`src/rtl/argmax_stream_ctrl.sv`:
```
`default_nettype none
// ============================================================================
// Module   : argmax_stream_ctrl
// Desc     : Collects 2**SIZE unsigned samples per frame over valid/ready and
//            returns the frame maximum and its index over a second handshake.
// Revision : 1.0 - initial release
// ============================================================================
module argmax_stream_ctrl #(
    parameter int WIDTH = 8,
    parameter int SIZE  = 2
) (
    input  logic             clk,
    input  logic             rst_n,
    input  logic             flush,
    input  logic             in_valid,
    output logic             in_ready,
    input  logic [WIDTH-1:0] in_data,
    output logic             out_valid,
    input  logic             out_ready,
    output logic [WIDTH-1:0] out_max,
    output logic [SIZE-1:0]  out_argmax,
    output logic [7:0]       frame_cnt
);

    localparam int              c_DEPTH = 1 << SIZE;
    localparam logic [SIZE-1:0] c_LAST  = '1;

    typedef enum logic [1:0] {
        S_FILL = 2'd0,
        S_EVAL = 2'd1,
        S_DONE = 2'd2
    } state_t;

    state_t           r_state;
    state_t           w_state_nxt;
    logic             w_in_ready;
    logic             w_accept;

    logic [WIDTH-1:0] r_buf [c_DEPTH];
    logic [SIZE-1:0]  r_cnt;
    logic             r_out_valid;
    logic [WIDTH-1:0] r_out_max;
    logic [SIZE-1:0]  r_out_argmax;
    logic [7:0]       r_frame_cnt;

    logic [WIDTH-1:0] w_tree_max;
    logic [SIZE-1:0]  w_tree_idx;

    // ------------------------------------------------------------------
    // FSM
    // ------------------------------------------------------------------
    always_ff @(posedge clk) begin
        if (!rst_n) begin
            r_state <= S_FILL;
        end else begin
            r_state <= w_state_nxt;
        end
    end

    always_comb begin
        w_state_nxt = r_state;
        w_in_ready  = 1'b0;
        unique case (r_state)
            S_FILL: begin
                w_in_ready = rst_n && !flush;
                if (w_in_ready && in_valid && (r_cnt == c_LAST)) begin
                    w_state_nxt = S_EVAL;
                end
            end
            S_EVAL: begin
                w_state_nxt = S_DONE;
            end
            S_DONE: begin
                if (out_ready) begin
                    w_state_nxt = S_FILL;
                end
            end
            default: begin
                w_state_nxt = S_FILL;
            end
        endcase
    end

    assign w_accept = w_in_ready && in_valid;

    // ------------------------------------------------------------------
    // Frame buffer (contents are don't-care until written, so no reset)
    // ------------------------------------------------------------------
    always_ff @(posedge clk) begin
        if (w_accept) begin
            r_buf[r_cnt] <= in_data;
        end
    end

    // ------------------------------------------------------------------
    // Comparator tree: level l holds c_DEPTH >> l nodes. The value path
    // uses >= and the index path a strict left > right, so on a tie the
    // right (higher-index) subtree supplies the index.
    // ------------------------------------------------------------------
    for (genvar l = 0; l <= SIZE; l++) begin : g_lvl
        localparam int c_NODES = c_DEPTH >> l;

        logic [WIDTH-1:0] w_val [c_NODES];
        logic [SIZE-1:0]  w_idx [c_NODES];

        if (l == 0) begin : g_leaf
            for (genvar i = 0; i < c_NODES; i++) begin : g_slot
                assign w_val[i] = r_buf[i];
                assign w_idx[i] = SIZE'(i);
            end
        end else begin : g_cmp
            for (genvar i = 0; i < c_NODES; i++) begin : g_node
                logic [WIDTH-1:0] w_lval;
                logic [WIDTH-1:0] w_rval;
                logic [SIZE-1:0]  w_lidx;
                logic [SIZE-1:0]  w_ridx;

                assign w_lval   = g_lvl[l-1].w_val[2*i];
                assign w_rval   = g_lvl[l-1].w_val[2*i+1];
                assign w_lidx   = g_lvl[l-1].w_idx[2*i];
                assign w_ridx   = g_lvl[l-1].w_idx[2*i+1];
                assign w_val[i] = (w_lval >= w_rval) ? w_lval : w_rval;
                assign w_idx[i] = (w_lval >  w_rval) ? w_lidx : w_ridx;
            end
        end
    end

    assign w_tree_max = g_lvl[SIZE].w_val[0];
    assign w_tree_idx = g_lvl[SIZE].w_idx[0];

    // ------------------------------------------------------------------
    // Slot counter, result registers and handshake counter
    // ------------------------------------------------------------------
    always_ff @(posedge clk) begin
        if (!rst_n) begin
            r_cnt        <= '0;
            r_out_valid  <= 1'b0;
            r_out_max    <= '0;
            r_out_argmax <= '0;
            r_frame_cnt  <= '0;
        end else begin
            if ((r_state == S_FILL) && flush) begin
                r_cnt <= '0;
            end else if (w_accept) begin
                // Wraps to 0 naturally on the last slot of the frame.
                r_cnt <= r_cnt + 1'b1;
            end

            if (r_state == S_EVAL) begin
                r_out_valid  <= 1'b1;
                r_out_max    <= w_tree_max;
                r_out_argmax <= w_tree_idx;
            end else if ((r_state == S_DONE) && out_ready) begin
                r_out_valid <= 1'b0;
                r_frame_cnt <= r_frame_cnt + 8'd1;
            end
        end
    end

    assign in_ready   = w_in_ready;
    assign out_valid  = r_out_valid;
    assign out_max    = r_out_max;
    assign out_argmax = r_out_argmax;
    assign frame_cnt  = r_frame_cnt;

    // The two handshakes are mutually exclusive by construction.
    a_excl_hs : assert property (@(posedge clk) disable iff (!rst_n)
        !(in_ready && out_valid));

    a_valid_in_done : assert property (@(posedge clk) disable iff (!rst_n)
        out_valid == (r_state == S_DONE));

endmodule

`default_nettype wire

```
`config.mk`:
```
export PLATFORM = sky130hd
export DESIGN_NAME = argmax_stream_ctrl
export DESIGN_NICKNAME = d
export VERILOG_FILES = /design/src/rtl/argmax_stream_ctrl.sv
export SDC_FILE = /design/constraint.sdc
export NUM_CORES = 1
export LEC_CHECK = 0
export ABC_AREA = 1
export BUFFER_PORTS_ARGS = -buffer_cell sky130_fd_sc_hd__clkbuf_2
export CORE_ASPECT_RATIO = 1.1
export CORE_MARGIN = 8
export CORE_UTILIZATION = 50
export DETAILED_ROUTE_END_ITERATION = 8
export PLACE_DENSITY = 0.7
export SETUP_SLACK_MARGIN = 0.05
export SLEW_MARGIN = 20
export SYNTH_ARGS = -nofsm -noshare
export SYNTH_HDL_FRONTEND = slang
export SYNTH_SLANG_ARGS = --single-unit
```
`constraint.sdc`:
```
create_clock -name clk -period 3.8 [get_ports clk]
set_input_delay 0.38 -clock clk [delete_from_list [all_inputs] [get_ports clk]]
set_output_delay 0.38 -clock clk [all_outputs]
set_load 0.01 [all_outputs]
```
* Word-level counts from Yosys, hierarchy flattened
Memory sizes are Yosys's and may differ from the RTL's. Index checks and enable logic that the tools add are counted. W data, S select, Z words.
Operators by class: add/subtract/negate cells 2, multipliers 0, divide/modulo/power cells 0, order comparisons 6, eq/ne operators 5, shift-type cells 0, mux-type cells 14, bitwise gates (word level) 2, reductions and logical operators 12
Operators with widths (count):
- $ge A8 B8 Y1 | 3
- $gt A8 B8 Y1 | 3
- $mux W8 | 3
- $add A8 B1 Y8 const B | 1
- $mux W1 | 7
- $logic_and A1 B1 Y1 | 6
- $mux W2 | 3
- $pmux W2 S3 | 1
- $eq A2 B2 Y1 const B | 2
- $ne A2 B2 Y1 const B | 2
- $reduce_and A2 Y1 | 2
- $add A2 B1 Y2 const B | 1
- $eq A2 B1 Y1 const B | 1
- $logic_not A2 Y1 | 1
- $not A1 Y1 | 2
- $reduce_bool A2 Y1 | 1
- $reduce_or A2 Y1 | 1
- $logic_not A1 Y1 | 1
Word-level totals: register bits 23, latch bits 0, RAM bits 32, memory bits (read-only) 0, bits of input ports 13, logic and storage cells 48, memories 1
Memory list:
- r_buf | depth 4, bits a word 8, rd ports 4, clocked after Yosys merged registers in 0, wr ports 1, RTL line 39 | logic [WIDTH-1:0] r_buf [c_DEPTH];

* Depth between registers and ports, before layout
depth after elaboration 6, gate-level depth with buffers 23

* Worst setup path after synthesis
Ideal clock, no wire load.
path type reg2reg, from mem r_buf[2][7], to reg r_out_max[0], in the netlist out_max[0], setup time 0.132 ns, arrival 2.462 ns, data required time 3.668 ns, setup slack 1.205 ns, cell stages (with the launch flop) 19, period minus slack after synthesis 2.595 ns, cell sequence edfxtp_1 -> ha_1 -> nand2_1 -> nor2_2 -> nand4_4 -> nand3_2 -> nand2_1 -> and2_1 -> ha_1 -> nand2_1 -> inv_2 -> nand2_1 -> nand2_1 -> nand2_1 -> nand3_2 -> inv_2 -> nand3_1 -> nand3_1 -> a21oi_1
RTL lines:
- from (decl) | RTL line 39
- to (signal assigned) | RTL line 151 | r_out_max <= w_tree_max;
- to (decl) | RTL line 42 | logic [WIDTH-1:0] r_out_max;

==> results.yml <==
status:
  status: "finished clean"
placed_design:
  gp_routability_congestion: 0.8979
  dpl.hpwl_mm: 5.006
  portBuffers: 32
  post-place-ws_ps: 702.2
  dp_cells: 434
  dpl_cell_area_sq_um: 3226
route:
  drt_iter0_drc: 147
  drcViolationCount: 0
  ant_nets: 0
  via_per_inst: 5.240
  vias: 2316
  first_pass_iters: 4
  wl_per_cell_um: 14.08
  wirelength_mm: 6.224
global_routing:
  grt_overflow: 0
  grt_pass1_vias: 2217
  grt.total_usage_pct: 15.22
  grt_antenna_before_repair: 0
  grt_start_max_net_pins: 17
  grt_first_pass_wirelength_mm: 10.50
yosys:
  syn_avg_cell_area_sq_um: 9.090
  netlist_top_cells_count: "nand2_1, inv_1, edfxtp_1"
  postSynthCellCount: 328
  synth_nets: 370
  synth.most_common_cell: "nand2_1"
  synth_edf_count: 32
  synth-seq-cells: 55
  ys_warn_count: 0
  synth_flop_cell: "edfxtp_1"
  yosys.area.top_type_share_pct: 32.23
  synth_cell_types: 33
  synthArstFlopShare_pct: 0
  yosysSeqAreaShare_pct: 47.67
  syn_area_sq_um: 2982
  synth_area_leader_cell: "edfxtp_1"
  synth_area_leaders: "edfxtp_1, dfxtp_1, ha_1, nand2_1, inv_1"
sta:
  rsz0062_at_grt: "no"
  fin_setup_tns_ps: 0
  hold_ws_ps: 281.5
  skew_ps: 8.637
  maxSlewHeadroom_pct: 49.73
  fmax_ghz: 0.3192
  slew_viol_final: 0
  final_min_period_over_clock_period_pct: 82.45
  finalSetupViolations: 0
  min_period_ps: 3133
  worst_slack_ps: 667.1
  hold_viol: 0
  worst_pin_slew_ps: 751.2
clock_tree:
  root_buffer: "clkbuf_8"
  clkTransAtPathRegs_ps: 100
  cts_buffer_depth: 2
  numCtsBuffers: 5
  cts.sinks: 55
  hold_buffers: 0
  ctsHtreeMaxLevel: 2
  cts.repair.resized: 0
  tritoncts: "built"
  cts_setup_buffers: 0
  clock_latency_ps: 310
pwr:
  total_power_mw: 1.072
  p_comb_share_pct: 5.0
  powerDensity_nw_per_um2: 321.7
  power.switching_mw: 0.2272
  share_seq_of_total_power_pct: 59.3
  p_leak_nw: 1.483
  p_int_mw: 0.8450
  ir_worst_vdd_mv: 0.2487
  swShare_pct: 21.19
  power_frac_clock_pct: 35.7
layout:
  syn2layout_area_growth_pct: 11.79
  finalNonFillerCells: 442
  final_nets: 406
  antenna_cells: 0
  drive_above_1_share_pct: 15.89
  fin_util_pct: 57.77
  stdcell_area_sq_um: 3333
worst_setup_path:
  path_common_cell: "nand2_1"
  cp_top_family: "simple AND/OR/NAND/NOR gates"
  arrival_ps: 3380
  critPathMaxFanout: 10
  worstRegToRegCells: 16
  crit_path_end_kind: "flip-flop"
  path_buf_inv: 1
  path_class: "reg2reg"
  path_cells: "ha_1 > nand2_1 > nor2_2 > nand4_4 > nand3_2 > nand2_1 > and2_1 > ha_1 > nand2_1 > nor2_1 > nand4_1 > nand3_2 > inv_2 > nand3_1 > nand3_1 > a21oi_1"
  r2r_slack_ps: 670
  timing.critical_path.slowest_stage_cell: "edfxtp_1"
  slowest_delay_ps: 420
  critPathLaunchType: "flip-flop"
  r2r-start: "r_buf[2][7]"
  crit_required_ps: 4050
  r2r-end: "out_max[3]"
die:
  ios: 33
  chipWidth_um: 89.63
  rows: 29
  core_area_sq_um: 5769
  dieArea_sq_um: 8693
  dieHeight_um: 96.99
  start_util_pct: 51.68
job:
  drv_cap: 0
worst_hold_path:
  hold_depth: 1
  hold_start: "in_data[0]"
  hp-class: "in2reg"
  hold_path_end: "r_buf[2][0]"
## worst max-delay path by stage
stage | from | to | slack (ps) | depth (start not counted)
after floorplan | r_buf[2][7] | out_max[0] | 1210 | 18
final | r_buf[2][7] | out_max[3] | 670 | 16
after global placement | r_buf[2][7] | out_max[3] | 740 | 16
after detailed placement | r_buf[2][7] | out_max[3] | 700 | 16
after CTS | r_buf[2][7] | out_max[3] | 680 | 16
after global routing | r_buf[2][7] | out_max[3] | 380 | 16
## worst reg2reg max path: stages, from the launching register on
cell and delay, ps:
edfxtp_1 420, ha_1 320, nand2_1 90, nor2_2 200
nand4_4 190, nand3_2 210, nand2_1 100, and2_1 150
ha_1 290, nand2_1 70, nor2_1 170, nand4_1 170
nand3_2 220, inv_2 120, nand3_1 100, nand3_1 100
a21oi_1 150
## layout make-up
class                   instances  area, sq um
clock buffers                   5        68.82
well taps                      77        96.34
fillers                       531         2436
repair buffers                 32        160.2
clock inverters                 3        38.79
flip-flops and latches         55         1421
multi-input cells             223         1371
inverters                      47        176.4
## state kept, by name (all words and copies together) (netlist names)
signal and count:
r_buf 32, frame_cnt 8, out_valid 1, out_argmax 2, r_state 2, r_cnt 2
out_max 8
## metal layers
metal | share of wire, % | vias up | global-route usage [%]
met1 | 49 | 1068 | 20.33
li1 | - | 1189 | -
met4 | 1.7 | 0 | 5.256
met2 | 45 | 50 | 23.64
met5 | 0 | - | 0
met3 | 4.4 | 9 | 2.792
## layout by cell type, fill, tap and decap left out
cell type,instances
nor2_4,2
nand3_1,26
nand4_4,1
nand3b_1,1
ha_1,29
nand2_2,4
o21ai_1,2
o21ai_0,3
nand3_4,1
clkbuf_2,32
inv_2,4
nor4_2,1
a21oi_1,26
nor2_2,1
a21boi_1,1
nor3_2,1
clkbuf_8,5
clkinv_1,2
o211ai_1,1
and2_1,8
bufinv_16,1
a21o_1,2
o21a_1,2
edfxtp_1,32
inv_1,42
nor3_1,2
clkinv_2,1
dfxtp_1,23
o21bai_1,1
nand2_1,73
nand3_2,3
nor2_1,13
nor4_4,1
nand4_1,17
a211oi_1,1
## power groups by stage
stage                     clock network, mW  registers [mW]  logic, mW
after floorplan                           0           0.648     0.0334
after global placement                    0           0.649     0.0528
after detailed placement                  0           0.649     0.0537
after CTS                             0.394           0.635     0.0539
after global routing                  0.411           0.636     0.0611
final                                 0.383           0.635     0.0536
## cell families after synthesis
group | count (synthesis) | synth area share (%)
flops | 55 | 47.67
buf+inv | 50 | 6.336
compound gates | 39 | 7.218
fa+ha+maj | 29 | 12.17
simple gates | 155 | 26.61
(Power assumes the default switching activity.)
